**config.mk**
```make
export PLATFORM = sky130hd
export DESIGN_NAME = serial_tx_flat
export DESIGN_NICKNAME = d
export VERILOG_FILES = /design/src/rtl/serial_pkg.sv /design/src/rtl/serial_tx_if.sv /design/src/rtl/bit_timer.sv /design/src/rtl/serial_tx.sv /design/src/flat_wrapper.sv
export SDC_FILE = /design/constraint.sdc
export NUM_CORES = 1
export LEC_CHECK = 0
export BUFFER_PORTS_ARGS = -buffer_cell sky130_fd_sc_hd__buf_2
export CAP_MARGIN = 25
export CORE_ASPECT_RATIO = 0.8
export CORE_MARGIN = 2
export CORE_UTILIZATION = 58
export CTS_BUF_LIST = sky130_fd_sc_hd__clkbuf_4
export CTS_CLUSTER_DIAMETER = 40
export DETAILED_ROUTE_END_ITERATION = 8
export MAX_ROUTING_LAYER = met4
export PLACE_DENSITY = 0.86
export SYNTH_ARGS = -nofsm -noshare
export SYNTH_HDL_FRONTEND = slang
export SYNTH_SLANG_ARGS = --single-unit
```
**constraint.sdc**
```tcl
create_clock -name clk -period 2.35 [get_ports clk]
set_input_delay 0.235 -clock clk [delete_from_list [all_inputs] [get_ports clk]]
set_output_delay 0.235 -clock clk [all_outputs]
set_load 0.01 [all_outputs]
```
**src/rtl/serial_pkg.sv**
```systemverilog
// serial_pkg -- definitions shared by the serial transmitter and the matching
// receiver: FSM state encoding, default frame parameters and a width helper.
package serial_pkg;

  localparam int DATA_W_DEF       = 8;
  localparam int CLKS_PER_BIT_DEF = 4;

  // Frame state encoding; kept as plain constants so the receiver and any
  // older tooling decode the same 2-bit values.
  localparam logic [1:0] ST_IDLE  = 2'd0;
  localparam logic [1:0] ST_START = 2'd1;
  localparam logic [1:0] ST_DATA  = 2'd2;
  localparam logic [1:0] ST_STOP  = 2'd3;

  // Counter width for a range of n values, never narrower than one bit.
  function automatic int clog2_min1(input int n);
    return (n > 1) ? $clog2(n) : 1;
  endfunction

endpackage

```
**src/rtl/serial_tx_if.sv**
```systemverilog
// serial_tx_if -- word handshake plus serial line of the transmitter.
//   data  : parallel word, sampled only on the handshake edge
//   valid : data holds a word to send
//   ready : transmitter can accept a word this cycle
//   o     : registered serial line, idles high
//   busy  : frame in progress
// master = word producer, slave = transmitter.
interface serial_tx_if import serial_pkg::*; #(
  parameter int DATA_W = DATA_W_DEF
);
  logic [DATA_W-1:0] data;
  logic              valid;
  logic              ready;
  logic              o;
  logic              busy;

  modport master (output data, output valid, input ready, input o, input busy);
  modport slave  (input data, input valid, output ready, output o, output busy);
endinterface

```
**src/rtl/bit_timer.sv**
```systemverilog
// bit_timer -- counts the clock cycles of one serial bit time.
//   clk, rst : clock, asynchronous active-high reset
//   en       : count while high; held at zero while low
//   tick     : one-cycle pulse in the last cycle of each bit time
module bit_timer import serial_pkg::*; #(
  parameter int CLKS_PER_BIT = CLKS_PER_BIT_DEF
) (
  input  logic clk,
  input  logic rst,
  input  logic en,
  output logic tick
);
  localparam int            CW   = clog2_min1(CLKS_PER_BIT);
  localparam logic [CW-1:0] LAST = CW'(CLKS_PER_BIT - 1);

  logic [CW-1:0] cnt;

  // With CLKS_PER_BIT=1 LAST is 0, so tick follows en every cycle and each
  // bit lasts exactly one clock.
  assign tick = en && (cnt == LAST);

  always_ff @(posedge clk or posedge rst) begin
    if (rst)              cnt <= '0;
    else if (!en || tick) cnt <= '0;
    else                  cnt <= cnt + 1'b1;
  end
endmodule

```
**src/rtl/serial_tx.sv**
```systemverilog
// serial_tx -- parallel-to-serial transmitter, one frame per accepted word:
// start bit (0), DATA_W data bits LSB first, stop bit (1), each held
// CLKS_PER_BIT cycles.
//   clk, rst : clock, asynchronous active-high reset
//   bus      : serial_tx_if slave (data/valid/ready handshake, o, busy)
// All outputs are registered; nothing on the input side reaches o within
// the same cycle.
module serial_tx import serial_pkg::*; #(
  parameter int DATA_W       = DATA_W_DEF,
  parameter int CLKS_PER_BIT = CLKS_PER_BIT_DEF
) (
  input  logic         clk,
  input  logic         rst,
  serial_tx_if.slave   bus
);
  localparam int            IW       = clog2_min1(DATA_W);
  localparam logic [IW-1:0] LAST_BIT = IW'(DATA_W - 1);

  logic [1:0]        state;
  logic [DATA_W-1:0] shreg;
  logic [DATA_W-1:0] shnext;
  logic [IW-1:0]     bit_idx;
  logic              ready_q;
  logic              busy_q;
  logic              o_q;
  logic              tick;
  logic              hs;
  logic              timer_en;

  // ready_q is only ever set in IDLE, and is 0 on the first IDLE cycle after
  // reset, so no handshake can be taken during or straight out of reset.
  assign hs       = (state == ST_IDLE) && ready_q && bus.valid;
  assign timer_en = (state != ST_IDLE);
  // Separate net so a 1-bit payload does not need an out-of-range select.
  assign shnext   = shreg >> 1;

  bit_timer #(.CLKS_PER_BIT(CLKS_PER_BIT)) u_timer (
    .clk  (clk),
    .rst  (rst),
    .en   (timer_en),
    .tick (tick)
  );

  always_ff @(posedge clk or posedge rst) begin
    if (rst) begin
      state   <= ST_IDLE;
      shreg   <= '0;
      bit_idx <= '0;
      ready_q <= 1'b0;
      busy_q  <= 1'b0;
      o_q     <= 1'b1;
    end else begin
      case (state)
        ST_IDLE: begin
          if (hs) begin
            state   <= ST_START;
            shreg   <= bus.data;
            bit_idx <= '0;
            ready_q <= 1'b0;
            busy_q  <= 1'b1;
            o_q     <= 1'b0;
          end else begin
            ready_q <= 1'b1;
          end
        end
        ST_START: begin
          if (tick) begin
            state <= ST_DATA;
            o_q   <= shreg[0];
          end
        end
        ST_DATA: begin
          if (tick) begin
            if (bit_idx == LAST_BIT) begin
              state <= ST_STOP;
              o_q   <= 1'b1;
            end else begin
              bit_idx <= bit_idx + 1'b1;
              shreg   <= shnext;
              o_q     <= shnext[0];
            end
          end
        end
        ST_STOP: begin
          if (tick) begin
            state   <= ST_IDLE;
            shreg   <= '0;
            bit_idx <= '0;
            ready_q <= 1'b1;
            busy_q  <= 1'b0;
          end
        end
        default: begin
          state   <= ST_IDLE;
          ready_q <= 1'b0;
          busy_q  <= 1'b0;
          o_q     <= 1'b1;
        end
      endcase
    end
  end

  assign bus.ready = ready_q;
  assign bus.busy  = busy_q;
  assign bus.o     = o_q;
endmodule

```
**src/flat_wrapper.sv**
```systemverilog
// flat-port wrapper written by rule: the top's interface ports become plain ports
module serial_tx_flat import serial_pkg::*;
#(
  parameter int DATA_W       = DATA_W_DEF,
  parameter int CLKS_PER_BIT = CLKS_PER_BIT_DEF
)
  (clk, rst, bus_data, bus_valid, bus_ready, bus_o, bus_busy);
  serial_tx_if #(.DATA_W(DATA_W)) bus_i ();
  input  logic clk;
  input  logic rst;
  input wire logic [$bits(bus_i.data)-1:0] bus_data;
  input wire logic [$bits(bus_i.valid)-1:0] bus_valid;
  output wire logic [$bits(bus_i.ready)-1:0] bus_ready;
  output wire logic [$bits(bus_i.o)-1:0] bus_o;
  output wire logic [$bits(bus_i.busy)-1:0] bus_busy;
  assign bus_i.data = bus_data;
  assign bus_i.valid = bus_valid;
  assign bus_ready = bus_i.ready;
  assign bus_o = bus_i.o;
  assign bus_busy = bus_i.busy;
  serial_tx #(.DATA_W(DATA_W), .CLKS_PER_BIT(CLKS_PER_BIT)) u_core (.clk(clk), .rst(rst), .bus(bus_i));
endmodule
```
Yosys cells after proc, flatten, opt, wreduce, memory -nomap -nowiden
Index checks and enable logic that the tools add are counted.
{ "totals": {"inputBits": 11, "output_inout_bits": 3, "register_bits": 18} }
{ "op_classes": {"eq_ne": 11, "add_sub_neg": 2, "reduce_logical": 15, "mux": 28} }
{ "op_table": {"columns": ["operator", "n"], "rows": [
  ["two-way mux 8 bit", 4],
  ["case mux 8 bit (3 select lines)", 1],
  ["two-way mux 2 bit", 6],
  ["two-way mux 3 bit", 4],
  ["AND reduction 5 bit", 2],
  ["case mux 3 bit (3 select lines)", 1],
  ["two-way mux 1 bit", 8],
  ["inequality test 2 bit, second input constant", 4],
  ["case mux 2 bit (4 select lines)", 1],
  ["equality test 2 bit, second input constant", 3],
  ["nonzero test 3 bit", 2],
  ["inequality test 2 x 1 -> 1 bit, second input constant", 2],
  ["case mux 1 bit (2 select lines)", 2],
  ["AND reduction 4 bit", 1],
  ["nonzero test 2 bit", 2],
  ["adder 3 x 1 -> 3 bit, second input constant", 1],
  ["equality test 3 bit, second input constant", 1],
  ["logical AND 1 bit", 3],
  ["case mux 1 bit (3 select lines)", 1],
  ["AND reduction 3 bit", 1],
  ["adder 2 x 1 -> 2 bit, second input constant", 1],
  ["equality test 2 x 1 -> 1 bit, second input constant", 1],
  ["logical NOT 2 bit", 1],
  ["AND reduction 2 bit", 1],
  ["2 further kinds", 2]
]} }

Longest topological paths before layout
{ "depth": {"word_depth": 5, "depth_mapped": 6} }

Cells and area by module
Synthesis repeated with hierarchy kept, for this count alone.
{ "hier_totals": {"hier_cells": 88, "area_unflattened_um2": 1027.2} }
{ "modules_own_cells": {"columns": ["module", "area_each_um2", "cells_each", "n_inst", "seq_area_each_um2"], "rows": [
  ["serial_tx", 932.1, 81, 1, 401.6],
  ["bit_timer", 95.1, 7, 1, 50.0]
]} }

Least setup slack after synthesis
Ideal clock, no wire load.
{ "synth_path": {"kind": "reg-to-reg", "from": "register u_core.state[0]", "to": "register u_core.bit_idx[0]", "path_stages_with_launch": 7, "period_less_slack_ps": 1871, "t_arrival_ps": 1746, "path_buffers": 1, "slack_ps": 479, "path_cell_list": "dfrtp_1 -> inv_1 -> ha_1 -> or3_1 -> o22ai_2 -> buf_6 -> mux2_4"} }
{ "synth_via": {"elab_chain_cells": 5} }
{ "synth_lines": {"columns": ["element", "line", "source"], "rows": [
  ["from (decl)", "serial_tx.sv:19", "logic [1:0] state;"],
  ["from (signal assigned)", "serial_tx.sv:46", "state <= ST_IDLE;"],
  ["from (signal assigned)", "serial_tx.sv:56", "state <= ST_START;"],
  ["from (signal assigned)", "serial_tx.sv:68", "state <= ST_DATA;"],
  ["logical NOT 2 bit", "serial_tx.sv:32, serial_tx.sv:53", null],
  ["logical AND 1 bit (2 in series)", "serial_tx.sv:32", "assign hs = (state == ST_IDLE) && ready_q && bus.valid;"],
  ["inequality test 2 x 1 -> 1 bit (no line)", null, null],
  ["AND reduction 5 bit (no line)", null, null],
  ["to (signal assigned)", "serial_tx.sv:78", "bit_idx <= bit_idx + 1'b1;"],
  ["to (decl)", "serial_tx.sv:22", "logic [IW-1:0] bit_idx;"]
]} }
Several ways; a longest one is shown, not always the timed one.
A chain may end at the register's enable or synchronous reset.

Final worst setup path
{ "layout_path": {"from": "register u_core.state[0]", "to": "register u_core.bit_idx[2]"} }
Same word-level chain as after synthesis.

==> reports/qor.txt <==
CP required: 2.58 ns
Seq cells post-synth: 18
RSZ-0062 raised after global routing: no
WHS: 0.0128 ns
Detail Route Antenna Nets: 0
CTS tree: yes
setup_tns: 0 ns
largest net degree at the start of global routing: 19
post-CTS setup buffer count: 0
IO Port Bufs: 13
most frequent cell after synthesis: dfrtp_1
DR vias/cell: 5.35
Hold Crit Class: in -> async
First-pass DRT Iterations: 4
total number of yosys warnings: 0
post-CTS sizing: 0
Area Overhead vs Synth: 11.0%
Leak Pwr: 0.594 nW
syn avg cell area: 10.5 um^2
DIE WIDTH: 51.9 um
height of the chip: 42.3 um
maximum vdd drop: 0.000824 V
f_max: 0.495 GHz
crit-path max cell delay: 0.46 ns
clk sinks: 18
crit path capture type: register
# placed instances: 135
final hold violations: 0
Core Region: 1680 um^2
fillers: 127
initial core utilization: 63.6%
# H-tree levels: 1
worst-path cell chain: inv_1 -> ha_1 -> or3_1 -> o22ai_2 -> buf_4 -> mux2i_1
first-pass GRT wire length: 3480 um
status: complete, no violations
Slew Limit Fails: 0
Crit Path Category: reg -> reg
final worst-path cycle share: 86.0%
final cell count without fillers: 139
Synth cell types: 31
GRT Residual Overflow: 0
MaxCap Viol Count: 0
WL final: 1890 um
clock tree buffer depth: 2
CTS clk-pin slew, worst paths: 0.11 ns
area leader, netlist: dfrtp_1
critical path fanouts, max: 11
# nets final: 139
Cell Rows: 13
startpoint types: register
top cells by count, synth: 17 x dfrtp_1, 13 x inv_1, 10 x ha_1, 10 x mux2i_1, 9 x nor3b_1
sequential area share after synthesis: 42.4%
num ports: 14
final clock skew: 0.00661 ns
DRT iter0 DRCs: 14
Final setup violation count: 0
post-DP HPWL: 1380 um
Ant. Diodes: 0
WL/cell: 13.6 um
Slowest cell on crit path: dfrtp_1
Syn Nets: 122
final worst path period need: 2.02 ns
Post-synth EDFFs: 0
area share of the largest cell type after synthesis: 40.0%
antenna violations before repair: 0
ys flop type: dfrtp_1
CTS Hold Buffers Added: 0
CTS buffer count: 3
relative slew slack: 55.1%
overall global routing resource usage: 22.5%
vias in the first global route: 754
Root Driver: clkbuf_4
CP Data Arrival Time: 2.25 ns
Power, Total: 1.68 mW
share of cells above drive strength 1: 23.9%
die area: 2200 um^2
clk_lat worst skew: 0.30 ns
power per cell area: 1420 nW/um^2
Cell Area, Synth: 1060 um^2
routed vias: 744
Async SR Flop Fraction: 100%
DRC Markers: 0
gp weighted congestion: 0.812
Post-Synthesis Cells: 101
Worst-Margin Slew: 0.673 ns
synth top area cells: dfrtp_1 40%, ha_1 12%, mux2i_1 9.4%, nor3b_1 6.3%, inv_1 4.6%
critical path, delay by kind of cell (launching register included):
| kind | cells | cell delay [ns] |
|---|---|---|
| AND/OR/NAND/NOR | 1 | 0.42 |
| multiplexers | 1 | 0.18 |
| adder cells (fa/ha/maj) | 1 | 0.32 |
| flip-flops | 1 | 0.46 |
| buffers and inverters | 2 | 0.33 |
| AO/OA/AOI/OAI | 1 | 0.23 |
stage by stage:
step	utilization, %	worst slack [ns]	instance area (um^2)
floorplan	-	0.479	1060
finish	70.6	0.329	1180
CTS	70.6	0.327	1180
global route	70.6	0.163	1180
detailed placement	69.0	0.356	1160
global placement	69.0	0.437	1160
path summary, 6_finish.rpt:
| path | start | endpoint | slack (ns) | cells past startpoint |
|---|---|---|---|---|
| min in group clk | bus_valid | u_core.bus.ready | 0.30 | 3 |
| min | rst | u_core.state[1] | 0.01 | 2 |
| min reg2reg | u_core.u_timer.cnt[0] | u_core.u_timer.cnt[0] | 0.45 | 1 |
| max | u_core.state[0] | u_core.bit_idx[2] | 0.33 | 6 |
| max in group asynchronous | rst | u_core.bit_idx[0] | 1.90 | 2 |
| max reg2reg | u_core.state[0] | u_core.bit_idx[2] | 0.33 | 6 |
sequential cells by signal, indices dropped and copies added (netlist names):
signal	cells
u_core.u_timer.cnt	2
u_core.bus.o	1
u_core.bus.ready	1
u_core.shreg	8
u_core.bus.busy	1
u_core.state	2
u_core.bit_idx	3
cell type report:
cell class                 count  area (um^2)  area share, %
timing repair buffer          16         87.6           7.41
inverter                      13         48.8           4.13
multi-input combinational     66          541           45.7
clock inverter                 1         3.75          0.317
sequential                    18          452           38.2
clock buffer                   3         22.5           1.90
tap                           22         27.5           2.33
placed cells by master, fill, tap and decap left out, drive strengths merged:
master   instances
nand2            4
clkbuf           3
inv             13
nor3b            9
o21ai            2
nand2b           1
o22a             1
nand3            1
mux2             4
a31oi            1
or3              2
a21oi            8
or2              2
a2bb2oi          1
o22ai            2
mux2i           10
a21o             1
a21boi           2
ha              10
dfstp            1
nor2             1
nor3             1
a211oi           1
dfrtp           17
nor2b            2
buf             16
clkinv           1
power breakdown:
part           switching, mW  internal, mW  total, mW
clock                 0.0983        0.0619      0.160
combinational          0.480         0.488      0.968
sequential            0.0967         0.451      0.547
total                  0.675          1.00       1.68
per-layer routing:
metal | part of all wire, % | GRT usage [%]
met4 | 1.5 | 7.89
met5 | 0 | -
met1 | 49 | 30.9
met3 | 2.9 | 6.43
met2 | 47 | 31.6
cell families (layout without fill, tap and decap cells):
family          after synthesis  after routing  share of synthesized area [%]
simple gates                 23             23                           13.2
buf+inv                      17             33                           6.81
fa+ha+maj                    10             10                           11.8
compound gates               19             19                           11.9
mux                          14             14                           14.0
flops                        18             18                           42.4
(Power assumes the default switching activity.)
